**config.mk**
```make
export PLATFORM = sky130hd
export DESIGN_NAME = irq_sender
export DESIGN_NICKNAME = d
export VERILOG_FILES = /design/src/rtl/irq_sender_pkg.sv /design/src/rtl/irq_sender_fifo.sv /design/src/rtl/irq_sender.sv
export SDC_FILE = /design/constraint.sdc
export NUM_CORES = 1
export LEC_CHECK = 0
export CAP_MARGIN = 25
export CORE_MARGIN = 2
export CORE_UTILIZATION = 50
export CTS_CLUSTER_SIZE = 40
export DETAILED_ROUTE_END_ITERATION = 10
export PLACE_DENSITY = 0.75
export RECOVER_POWER = 100
export SLEW_MARGIN = 20
export SYNTH_ARGS = -nofsm -noshare
export SYNTH_HDL_FRONTEND = slang
export SYNTH_SLANG_ARGS = --single-unit
```
**constraint.sdc**
```tcl
create_clock -name __clk -period 2.8 [get_ports __clk]
set_input_delay 0.28 -clock __clk [delete_from_list [all_inputs] [get_ports __clk]]
set_output_delay 0.28 -clock __clk [all_outputs]
set_load 0.02 [all_outputs]
```
**src/rtl/irq_sender_pkg.sv**
```systemverilog
// Shared definitions for the bus interrupt transmitter: FSM state codes,
// interrupt-word bit positions (big-endian [0:15] numbering) and the word encoder.
package irq_sender_pkg;

  localparam logic [2:0] ST_IDLE    = 3'd0;
  localparam logic [2:0] ST_ARB     = 3'd1;
  localparam logic [2:0] ST_SETUP   = 3'd2;
  localparam logic [2:0] ST_STROBE  = 3'd3;
  localparam logic [2:0] ST_RELEASE = 3'd4;
  localparam logic [2:0] ST_BACKOFF = 3'd5;

  localparam int RDT_CPU     = 15;
  localparam int RDT_LOW     = 0;
  localparam int RDT_CHAN_HI = 11;
  localparam int RDT_CHAN_LO = 14;

  typedef struct packed {
    logic cpu;
    logic low;
  } irq_ent_t;

  function automatic logic [0:15] irq_word(input irq_ent_t e, input logic [3:0] chan);
    logic [0:15] w;
    w = '0;
    if (e.cpu) begin
      w[RDT_CPU] = 1'b1;
      w[RDT_LOW] = e.low;
    end else begin
      w[RDT_CHAN_HI:RDT_CHAN_LO] = chan;
    end
    return w;
  endfunction

endpackage

```
**src/rtl/irq_sender_fifo.sv**
```systemverilog
// Synchronous request FIFO; power-of-two depth, occupancy count drives full/empty.
module irq_fifo #(
  parameter int WIDTH = 2,
  parameter int DEPTH = 4
) (
  input  logic                     clk,
  input  logic                     rst_n,
  input  logic                     wr_en,
  input  logic [WIDTH-1:0]         wr_data,
  input  logic                     rd_en,
  output logic [WIDTH-1:0]         rd_data,
  output logic [$clog2(DEPTH):0]   count,
  output logic                     full,
  output logic                     empty
);
  localparam int AW = $clog2(DEPTH);
  localparam int CW = AW + 1;

  logic [WIDTH-1:0] mem [DEPTH];
  logic [AW-1:0]    wr_ptr, rd_ptr;
  logic             wr_ok, rd_ok;

  assign full    = (count == CW'(DEPTH));
  assign empty   = (count == '0);
  assign wr_ok   = wr_en & ~full;
  assign rd_ok   = rd_en & ~empty;
  assign rd_data = mem[rd_ptr];

  always_ff @(posedge clk)
    if (wr_ok) mem[wr_ptr] <= wr_data;

  always_ff @(posedge clk or negedge rst_n) begin
    if (!rst_n) begin
      wr_ptr <= '0;
      rd_ptr <= '0;
      count  <= '0;
    end else begin
      if (wr_ok) wr_ptr <= wr_ptr + AW'(1);
      if (rd_ok) rd_ptr <= rd_ptr + AW'(1);
      case ({wr_ok, rd_ok})
        2'b10:   count <= count + CW'(1);
        2'b01:   count <= count - CW'(1);
        default: count <= count;
      endcase
    end
  end

endmodule

```
**src/rtl/irq_sender.sv**
```systemverilog
// Bus interrupt transmitter: queues requests, arbitrates for the bus, strobes rin/rdt
// and completes a 4-phase handshake on dok, retrying after backoff on timeout or lost grant.
module irq_sender
  import irq_sender_pkg::*;
#(
  parameter logic [3:0] CHAN_NUM    = 4'd0,
  parameter int         DEPTH       = 4,
  parameter int         RESP_TICKS  = 16,
  parameter int         RETRY_TICKS = 32
) (
  input  logic                   __clk,
  input  logic                   clm_,
  input  logic                   req,
  input  logic                   req_cpu,
  input  logic                   req_low,
  output logic                   full,
  output logic [$clog2(DEPTH):0] pending,
  output logic                   dropped,
  output logic                   bus_req,
  input  logic                   bus_gnt,
  output logic                   rin,
  output logic [0:15]            rdt,
  input  logic                   dok
);
  localparam int TMAX = (RESP_TICKS > RETRY_TICKS) ? RESP_TICKS : RETRY_TICKS;
  localparam int TW   = $clog2(TMAX) + 1;

  logic [2:0]    state, nxt;
  logic [TW-1:0] timer;
  logic [1:0]    dok_pipe;
  logic          dok_s, empty, deq;
  logic [1:0]    fifo_q;
  irq_ent_t      head;
  logic [0:15]   word_q;

  assign dok_s = dok_pipe[1];
  assign head  = fifo_q;

  irq_fifo #(.WIDTH(2), .DEPTH(DEPTH)) u_fifo (
    .clk     (__clk),
    .rst_n   (clm_),
    .wr_en   (req),
    .wr_data ({req_cpu, req_low}),
    .rd_en   (deq),
    .rd_data (fifo_q),
    .count   (pending),
    .full    (full),
    .empty   (empty)
  );

  // dok wins over both timeout and a dropped grant: the receiver already took the word.
  always_comb begin
    nxt = state;
    case (state)
      ST_IDLE:    if (!empty) nxt = ST_ARB;
      ST_ARB:     if (bus_gnt && !dok_s) nxt = ST_SETUP;
      ST_SETUP:   nxt = bus_gnt ? ST_STROBE : ST_BACKOFF;
      ST_STROBE: begin
        if (dok_s) nxt = ST_RELEASE;
        else if (!bus_gnt || timer == TW'(RESP_TICKS - 1)) nxt = ST_BACKOFF;
      end
      ST_RELEASE: if (!dok_s) nxt = ST_IDLE;
      ST_BACKOFF: if (timer == TW'(RETRY_TICKS - 1)) nxt = ST_IDLE;
      default:    nxt = ST_IDLE;
    endcase
  end

  assign deq = (state == ST_STROBE) && (nxt == ST_RELEASE);

  always_ff @(posedge __clk or negedge clm_) begin
    if (!clm_) begin
      state    <= ST_IDLE;
      timer    <= '0;
      dok_pipe <= '0;
      word_q   <= '0;
      dropped  <= 1'b0;
    end else begin
      state    <= nxt;
      dok_pipe <= {dok_pipe[0], dok};
      dropped  <= dropped | (req & full);
      if (nxt == state && (state == ST_STROBE || state == ST_BACKOFF))
        timer <= timer + TW'(1);
      else
        timer <= '0;
      // Latch the word so it survives the dequeue on entry to RELEASE.
      if (state == ST_ARB && nxt == ST_SETUP)
        word_q <= irq_word(head, CHAN_NUM);
    end
  end

  assign rin     = (state == ST_STROBE);
  assign bus_req = (state == ST_ARB) || (state == ST_SETUP) ||
                   (state == ST_STROBE) || (state == ST_RELEASE);
  assign rdt     = ((state == ST_SETUP) || (state == ST_STROBE) || (state == ST_RELEASE))
                   ? word_q : '0;

endmodule
```
; ---- Yosys cells after proc, flatten, opt, wreduce, memory -nomap -nowiden
; Memories as Yosys holds them, arrays and structs flattened.
; Cells that the tools add are included.
[totals]
mem_count = 1
in_bits = 7
out_inout_bits = 23
wordCells = 64
ramBits = 8
ff_bits = 21
[classes]
n_bitwise = 6
n_eq_ne = 13
addsub = 5
mux = 15
n_reduce_logical = 16
[memory_table]
columns = name, depth, width, read_ports, rd_clocked_by_memory_dff, write_ports, line
row1 = u_fifo.mem, 4, 2, 1, 0, 1, irq_sender_fifo.sv:19  ; logic [WIDTH-1:0] mem [DEPTH];
[op_table]
columns = cell, n
row1 = two-way mux 3 bit, 7
row2 = one-hot mux 3 bit (6 select lines), 1
row3 = two-way mux 16 bit, 1
row4 = "equality test 3 bit, second input constant", 4
row5 = "equality test 3 x 2 -> 1 bit, second input constant", 3
row6 = logical OR 1 bit, 7
row7 = "adder 6 x 1 -> 6 bit, second input constant", 1
row8 = "equality test 6 x 4 -> 1 bit, second input constant", 1
row9 = "equality test 6 x 5 -> 1 bit, second input constant", 1
row10 = logical NOT 3 bit, 2
row11 = two-way mux 6 bit, 1
row12 = one-hot mux 3 bit (2 select lines), 1
row13 = "adder 2 x 1 -> 2 bit, second input constant", 2
row14 = logical AND 1 bit, 4
row15 = two-way mux 1 bit, 4
row16 = "adder 3 x 1 -> 3 bit, second input constant", 1
row17 = bitwise AND 1 bit, 3
row18 = "equality test 3 x 1 -> 1 bit, second input constant", 1
row19 = equality test 3 bit, 1
row20 = "subtractor 3 x 1 -> 3 bit, second input constant", 1
row21 = "equality test 2 x 1 -> 1 bit, second input constant", 1
row22 = "equality test 2 bit, second input constant", 1
row23 = logical NOT 1 bit, 2
row24 = NOT 1 bit, 2
row25 = 2 further kinds, 2

; ---- Longest topological paths before layout
; Gate-level depths: netlist (run 1).
[depth]
word_depth = 10
depth_mapped = 10
depth_no_buf = 10

; ---- Hierarchy
; From an unflattened synthesis (run 1), not the netlist that was laid out.
[unflattened]
hier_cells = 132
area_unflattened_um2 = 1561.5
[by_module_without_submodules]
columns = module, instances, area_per_inst_um2, seq_area_each_um2, cells_each
row1 = irq_sender, 1, 835.8, 350.3, 85
row2 = irq_fifo, 1, 725.7, 415.4, 47

; ---- Worst setup path after synthesis (run 1)
; No wires, ideal clock.
[synth_path]
kind = register to register
from = register u_fifo.count[0]
to = register u_fifo.count[2]
t_required_ns = 2.720
path_buffers = 0
period_less_slack_ns = 2.123
arrival_time_ns = 2.043
setup_ns = 0.080
stages_incl_launch_ff = 11
setup_slack_ns = 0.677
cell_sequence = dfrtp_1 -> inv_1 -> and3_1 -> nor2b_4 -> inv_1 -> ha_1 -> inv_1 -> fa_1 -> xor2_1 -> nor2_1 -> xor2_1
[synth_via]
word_cells_on_any_way = 16
classes_between = 2 x add/sub / 4 x eq/ne / 3 x mux / 4 x bitwise / 3 x reduce/logical
[synth_rtl]
columns = element, line
row1 = start: declaration, irq_sender_fifo.sv:12  ; output logic [$clog2(DEPTH):0] count,
row2 = start signal: assignment, irq_sender_fifo.sv:41  ; 2'b10: count <= count + CW'(1);
row3 = start signal: assignment, irq_sender_fifo.sv:42  ; 2'b01: count <= count - CW'(1);
row4 = start signal: assignment, irq_sender_fifo.sv:43  ; default: count <= count;
row5 = equality test 3 bit (*), irq_sender_fifo.sv:23  ; assign full = (count == CW'(DEPTH));
row6 = via full, irq_sender.sv:16  ; output logic full,
row7 = NOT 1 bit (*), irq_sender_fifo.sv:25  ; assign wr_ok = wr_en & ~full;
row8 = bitwise AND 1 bit (*), irq_sender_fifo.sv:25
row9 = equality test 2 x 1 -> 1 bit or equality test 2 bit (tied branches), irq_sender_fifo.sv:40  ; case ({wr_ok, rd_ok})
row10 = one-hot mux 3 bit (2 select lines) or nonzero test 2 bit (tied branches), --
; Mark *: on every way through the listed nets, which the timed path passes. The rest lies on a longest branch.
; A chain may end at the register's enable or synchronous reset.

; ---- Worst setup path after layout (run 1)
[layout_path]
from = register state[0]
to = output port rdt[15] (netlist bit)
[layout_via]
elab_chain_cells = 4
word_cells_on_any_way = 6
classes_between = 3 x eq/ne / 1 x mux / 2 x reduce/logical
[layout_lines]
columns = element, line
row1 = start: declaration, irq_sender.sv:28  ; logic [2:0] state, nxt;
row2 = start signal: assignment, irq_sender.sv:78  ; state <= nxt;
row3 = equality test 3 x 2 -> 1 bit, irq_sender.sv:94  ; assign rdt = ((state == ST_SETUP) || (state == ST_STROBE) || (state == ST_RELEASE))
row4 = logical OR 1 bit, irq_sender.sv:94
row5 = logical OR 1 bit (*), irq_sender.sv:94
row6 = two-way mux 16 bit (*), irq_sender.sv:95  ; ? word_q : '0;
row7 = end: declaration, irq_sender.sv:22  ; output logic [0:15] rdt,
; Every way passes the cells marked *; elsewhere a longest branch is shown, timed or not.

==> results of run 1 <==
==> cell type report <==
class	instances	area, um^2
fill	256	1300
sequential	29	766
multi-input combinational	92	658
timing repair buffer	16	154
clock buffer	8	58.8
tap	33	41.3
inverter	7	26.3
==> logic make-up after synthesis <==
| family | count (synthesis) |
|---|---|
| compound gates | 16 |
| xor+xnor | 10 |
| fa+ha+maj | 7 |
| buf+inv | 24 |
| flops | 29 |
| mux | 6 |
| other cells | 1 |
| simple gates | 39 |
==> Yosys cell counts (2+ instances only) <==
cell type  number
mux2i_1         2
a31oi_1         2
nand2_1         6
edfxtp_1        8
buf_4          15
nor2b_1         2
inv_1           7
nand3b_1        2
ha_1            6
xnor2_1         5
nor2_1          8
a21o_1          2
and2_1          4
xor2_1          5
nand3_1         3
dfrtp_1        21
a21oi_1         4
o21ai_0         5
mux2_2          2
==> stage by stage <==
| step | power [uW] | hold slack (ns) | cells | setup slack, ns |
|---|---|---|---|---|
| floorplan | 1130 | -0.0156 | 145 | 0.677 |
| global placement | 1290 | 0.336 | 176 | 0.760 |
| CTS | 1590 | 0.356 | 184 | 0.503 |
| global route | 1660 | 0.271 | 185 | 0.288 |
| detailed placement | 1320 | 0.337 | 176 | 0.626 |
| finish | 1530 | 0.273 | 185 | 0.483 |
==> critical path, cell delays in order, from the launching register on <==
cell,delay [ns]
dfrtp_1,0.51
nor2_1,0.26
mux2i_1,0.14
nor2b_1,0.12
dlygate4sd3_1,0.68
==> routing by layer <==
layer | global-route usage | vias to the layer above | part of all wire
met2 | 0.261 | 40 | 0.49
met1 | 0.203 | 442 | 0.42
met3 | 0.0742 | 3 | 0.071
li1 | - | 457 | -
met4 | 0.0571 | 0 | 0.013
met5 | 0 | - | 0
==> sequential cells by signal, indices dropped and copies added (netlist names) <==
signal         flops
dropped            1
timer              6
u_fifo.mem         8
u_fifo.wr_ptr      2
u_fifo.rd_ptr      2
word_q             2
dok_pipe           2
state              3
u_fifo.count       3
==> power by group through the flow <==
stage	registers (uW)	clock network (uW)	logic, uW
6_report	693	260	580
3_5_place_dp	706	0	616
5_1_grt	718	288	652
3_3_place_gp	697	0	590
4_1_cts	697	268	621
2_1_floorplan	683	0	451
==> path summary, 6_finish.rpt <==
path	slack, ns	from	depth (start not counted)	end
hold reg to reg	0.36	dok_pipe[0]$_DFF_PN0_	0	dok_pipe[1]$_DFF_PN0_
setup reg to reg	0.60	state[0]$_DFF_PN0_	8	u_fifo.count[2]$_DFFE_PN0P_
setup / recovery	0.48	state[0]$_DFF_PN0_	4	rdt[15]
hold / removal	0.27	clm_	1	timer[4]$_DFF_PN0_
min in group __clk	0.36	dok_pipe[0]$_DFF_PN0_	0	dok_pipe[1]$_DFF_PN0_
max in group asynchronous	1.47	clm_	2	u_fifo.count[2]$_DFFE_PN0P_
==> impl_metrics.env, run 1 <==
export IMPL_power_density_nw_per_um2=899
export IMPL_p_sw_frac=0.370
export IMPL_numCtsBuffers=5
export IMPL_fin_crit_sh=0.827
export IMPL_synthCells=132
export IMPL_required_ns=2.52
export IMPL_power_frac_clock=0.169
export IMPL_die_w_um=59.5
export IMPL_die_y_um=59.5
export IMPL_n_antenna_cell=0
export IMPL_grt_usage=0.166
export IMPL_p_switching_uw=568
export IMPL_io_pin_count=30
export IMPL_final_cell_mix="dfrtp_1 (21), conb_1 (14), dlygate4sd3_1 (13)"
export IMPL_viasPerCell=5.09
export IMPL_grt_overflow_total=0
export IMPL_pwr_share_seq=0.452
export IMPL_htree_levels=2
export IMPL_nets=165
export IMPL_ys_seq_area_frac=0.497
export IMPL_hpwl_um=1780
export IMPL_tns_ns=0
export IMPL_yosysWarnings=0
export IMPL_synth_area_per_cell_um2=11.7
export IMPL_cts_path_max_buffers=2
export IMPL_ant_nets=0
export IMPL_yosysTopAreaCell="dfrtp_1"
export IMPL_synth_edf_count=8
export IMPL_final_common_cell="dfrtp_1"
export IMPL_worst_pin_slew_ns=0.833
export IMPL_synthSimpleGateAreaFrac=0.156
export IMPL_p_comb_frac=0.378
export IMPL_synthDistinctLibCells=42
export IMPL_drt_iter0_markers=31
export IMPL_ir_worst_vdd_mv=0.422
export IMPL_clk_transition_reported_paths_ns=0.09
export IMPL_initial_utilization=0.513
export IMPL_synthAdderAreaFrac=0.0617
export IMPL_drt_total_wl_um=2400
export IMPL_clock_root_buffer="clkbuf_4"
export IMPL_routabilityCongestion=0.822
export IMPL_skew_ns=0.00673
export IMPL_dr_pass1_iters=4
export IMPL_ctsHoldBuffers=0
export IMPL_cts_resized=0
export IMPL_io_buffers=15
export IMPL_grt_max_degree=22
export IMPL_async_flop_share=0.724
export IMPL_synth_area_leaders="dfrtp_1 (34%), edfxtp_1 (16%), buf_4 (7.3%), ha_1 (4.9%), xnor2_1 (2.8%)"
export IMPL_vias=942
export IMPL_synthXorXnorAreaFrac=0.0569
export IMPL_post_cts_buffers=0
export IMPL_synth_area_um2=1540
export IMPL_p_leak_uw=0.000748
export IMPL_ys_flop_type="dfrtp_1"
export IMPL_synth_top_area_share=0.341
export IMPL_ys_ff_latch=29
export IMPL_drc=0
export IMPL_synth_compound_area_frac=0.0658
export IMPL_worstPathMaxFanout=13
export IMPL_grt_setup_unrepaired="false"
export IMPL_final_layout_size_suffix_gt1_frac=0.0921
export IMPL_grt_pass1_vias=920
export IMPL_hold_class="input pin to async pin"
export IMPL_p_int_uw=965
export IMPL_worstPathArrival_ns=2.04
export IMPL_fp_dieArea_um2=3540
export IMPL_slew_headroom=0.445
export IMPL_cts_tree="built"
export IMPL_placed_area_um2=1650
export IMPL_drt_wirelength_per_cell_um=13.0
export IMPL_outcome="finished, final reports clean"
export IMPL_max_freq_mhz=432
export IMPL_cap_viol_max_count=0
export IMPL_clock_sinks=29
export IMPL_clock_latency_ns=0.32
export IMPL_muxShareOfSynthArea=0.0593
export IMPL_core_rowCount=20
export IMPL_worstSetupStartpointType="flip-flop"
export IMPL_final_area_um2=1700
export IMPL_cp_end_kind="output pin"
export IMPL_area_delta_synth_final_pct=10.6
export IMPL_setup_viol=0
export IMPL_post_route_min_period_ns=2.32
export IMPL_grt_pass1_wl_um=4170
export IMPL_slew_violations=0
export IMPL_critical_path_class="flip-flop to output pin"
export IMPL_synth_top_family_by_area="simple AND/OR/NAND/NOR gates"
export IMPL_final_hold_viol_count=0
export IMPL_utilization=0.568
export IMPL_antenna_found_initial=0
export IMPL_coreArea_um2=3000
(Power assumes the default switching activity.)
==> run 2, diff against run 1 <==
--- a/config.mk
+++ b/config.mk
@@ -7,10 +7,10 @@
 export LEC_CHECK = 0
 export CAP_MARGIN = 25
 export CORE_MARGIN = 2
-export CORE_UTILIZATION = 50
+export CORE_UTILIZATION = 46
 export CTS_CLUSTER_SIZE = 40
 export DETAILED_ROUTE_END_ITERATION = 10
-export PLACE_DENSITY = 0.75
+export PLACE_DENSITY = 0.72
 export RECOVER_POWER = 100
 export SLEW_MARGIN = 20
 export SYNTH_ARGS = -nofsm -noshare
==> constraint.sdc (replaced) <==
create_clock -name __clk -period 2 [get_ports __clk]
set_input_delay 0.2 -clock __clk [delete_from_list [all_inputs] [get_ports __clk]]
set_output_delay 0.2 -clock __clk [all_outputs]
set_load 0.02 [all_outputs]
==> run 2 against run 1 <==
Against the previous run:
- sequential share of layout area decreased by 3.3 points
- clock power increased by 79%
- sequential power increased by 32%
- wire length increased by 0.83%
- cell count increased by 12%
- via count increased by 4.7%
- critical path type is now flip-flop to flip-flop
- largest cell class unchanged
- largest power group is now combinational logic
- highest routed layer unchanged
==> impl_metrics.env, run 2 (same netlist as run 1, synthesis figures left out) <==
export IMPL_routabilityCongestion=0.743
export IMPL_cpPeakStageDelay_ns=0.42
export IMPL_hold_class="flip-flop to flip-flop"
export IMPL_r2r_slack_ns=0.11
export IMPL_setup_viol=0
export IMPL_cts_path_max_buffers=2
export IMPL_worst_pin_slew_ns=1.14
export IMPL_final_cell_mix="dfrtp_1 (19), conb_1 (14), buf_4 (10)"
export IMPL_hp_start="dok_pipe[0]$_DFF_PN0_"
export IMPL_critPathSlowestCell="dfrtp_2"
export IMPL_initial_utilization=0.469
export IMPL_clock_sinks=29
export IMPL_p_leak_uw=0.000801
export IMPL_post_route_min_period_ns=1.89
export IMPL_clock_root_buffer="clkbuf_4"
export IMPL_grt_overflow_total=0
export IMPL_n_antenna_cell=0
export IMPL_power_uw=2410
export IMPL_critPathTopFamily="adder cells"
export IMPL_vias=986
export IMPL_area_delta_synth_final_pct=19.9
export IMPL_final_layout_size_suffix_gt1_frac=0.222
export IMPL_slew_headroom=0.242
export IMPL_ir_worst_vdd_mv=0.763
export IMPL_required_ns=2.25
export IMPL_cts_tree="built"
export IMPL_coreArea_um2=3280
export IMPL_grt_pass1_wl_um=4010
export IMPL_grt_max_degree=22
export IMPL_worstPathMaxFanout=5
export IMPL_drt_wirelength_per_cell_um=11.7
export IMPL_r2r_cells=8
export IMPL_worstPathArrival_ns=2.14
export IMPL_die_w_um=61.9
export IMPL_io_buffers=15
export IMPL_slew_violations=0
export IMPL_r2r_end="u_fifo.count[2]$_DFFE_PN0P_"
export IMPL_fin_crit_sh=0.946
export IMPL_top_register="u_fifo.mem"
export IMPL_crit_end="u_fifo.count[2]$_DFFE_PN0P_"
export IMPL_timing_rr_start="state[1]$_DFF_PN0_"
export IMPL_cp_end_kind="flip-flop"
export IMPL_hpwl_um=1820
export IMPL_clk_transition_reported_paths_ns=0.10
export IMPL_drt_total_wl_um=2420
export IMPL_worst_path_buf_inv=1
export IMPL_die_y_um=61.9
export IMPL_max_freq_mhz=529
export IMPL_worstSetupStartpointType="flip-flop"
export IMPL_skew_ns=0.00784
export IMPL_crit_start="state[1]$_DFF_PN0_"
export IMPL_antenna_found_initial=0
export IMPL_htree_levels=2
export IMPL_grt_pass1_vias=946
export IMPL_fp_dieArea_um2=3830
export IMPL_outcome="finished, final reports clean"
export IMPL_grt_usage=0.150
export IMPL_tns_ns=0
export IMPL_power_density_nw_per_um2=1310
export IMPL_cap_viol_max_count=0
export IMPL_io_pin_count=30
export IMPL_largest_reg_flops=8
export IMPL_core_rowCount=21
export IMPL_numCtsBuffers=5
export IMPL_drt_iter0_markers=27
export IMPL_utilization=0.562
export IMPL_dr_pass1_iters=4
export IMPL_ant_nets=0
export IMPL_crit_top_cell="xor2_1"
export IMPL_final_hold_viol_count=0
export IMPL_nets=175
export IMPL_reg_top3="u_fifo.mem x8, timer x6"
export IMPL_viasPerCell=4.74
export IMPL_cp_depth=8
export IMPL_critical_path_class="flip-flop to flip-flop"
export IMPL_final_common_cell="dfrtp_1"
export IMPL_crit_chain="and3b_2 > o311a_4 > ha_4 > inv_1 > fa_2 > xor2_1 > nor2_1 > xor2_1"
export IMPL_grt_setup_unrepaired="false"
export IMPL_drc=0
export IMPL_clock_latency_ns=0.32
run 2: what timing repair did:
item | 4_1_cts | 5_1_grt
hold buffers | 0 | 0
setup endpoints to repair | 2 | 2
setup buffers | 0 | 4
gates cloned | 0 | 0
gates resized for setup | 3 | 6
pin swaps | 0 | 2
run 2: worst min-delay path by stage:
stage,cells after the start,end,slack [ns]
floorplan,0,dok_pipe[0]$_DFF_PN0_,-0.1
global placement,0,dok_pipe[1]$_DFF_PN0_,0.34
detailed placement,0,dok_pipe[1]$_DFF_PN0_,0.34
CTS,2,state[0]$_DFF_PN0_,0.21
global route,0,dok_pipe[1]$_DFF_PN0_,0.38
finish,0,dok_pipe[1]$_DFF_PN0_,0.37
run 2: area by class of cell:
type / count / area (um^2)
fill: 290 / 1440
sequential: 29 / 768
multi-input combinational: 92 / 689
timing repair buffer: 26 / 226
tap: 46 / 57.6
clock inverter: 3 / 41.3
clock buffer: 5 / 37.5
inverter: 7 / 26.3
run 2: where the power goes:
part,leakage (uW),switching [uW],internal [uW],total [uW]
sequential,0.000330,129,789,918
combinational,0.000432,508,519,1030
clock,0.0000389,207,259,466
run 2: routing by layer:
metal / GRT usage / routed length (um)
met2: 0.242 / 1260
met4: 0.0851 / 21
met5: 0 / 0
met1: 0.178 / 1040
met3: 0.0455 / 100
run 2: worst reg2reg max path: cells and delay by family, from the launching register on:
kind | cells | cell delay, ns
AOI/OAI and AO/OA | 1 | 0.20
xor gates and xnor gates | 2 | 0.31
adders and majority gates | 2 | 0.48
buffers and inverters | 1 | 0.05
DFF | 1 | 0.42
and+or+nand+nor | 2 | 0.36
run 2: per-stage QoR:
stage / instances / hold slack (ns) / area (um^2) / setup slack, ns
final: 208 / 0.374 / 1850 / 0.109
after detailed placement: 196 / 0.340 / 1750 / 0.0333
after global placement: 196 / 0.337 / 1750 / 0.149
after global routing: 208 / 0.385 / 1850 / 0.00114
after floorplan: 145 / -0.0956 / 1620 / 0.00715
after CTS: 204 / 0.214 / 1830 / 0.00623
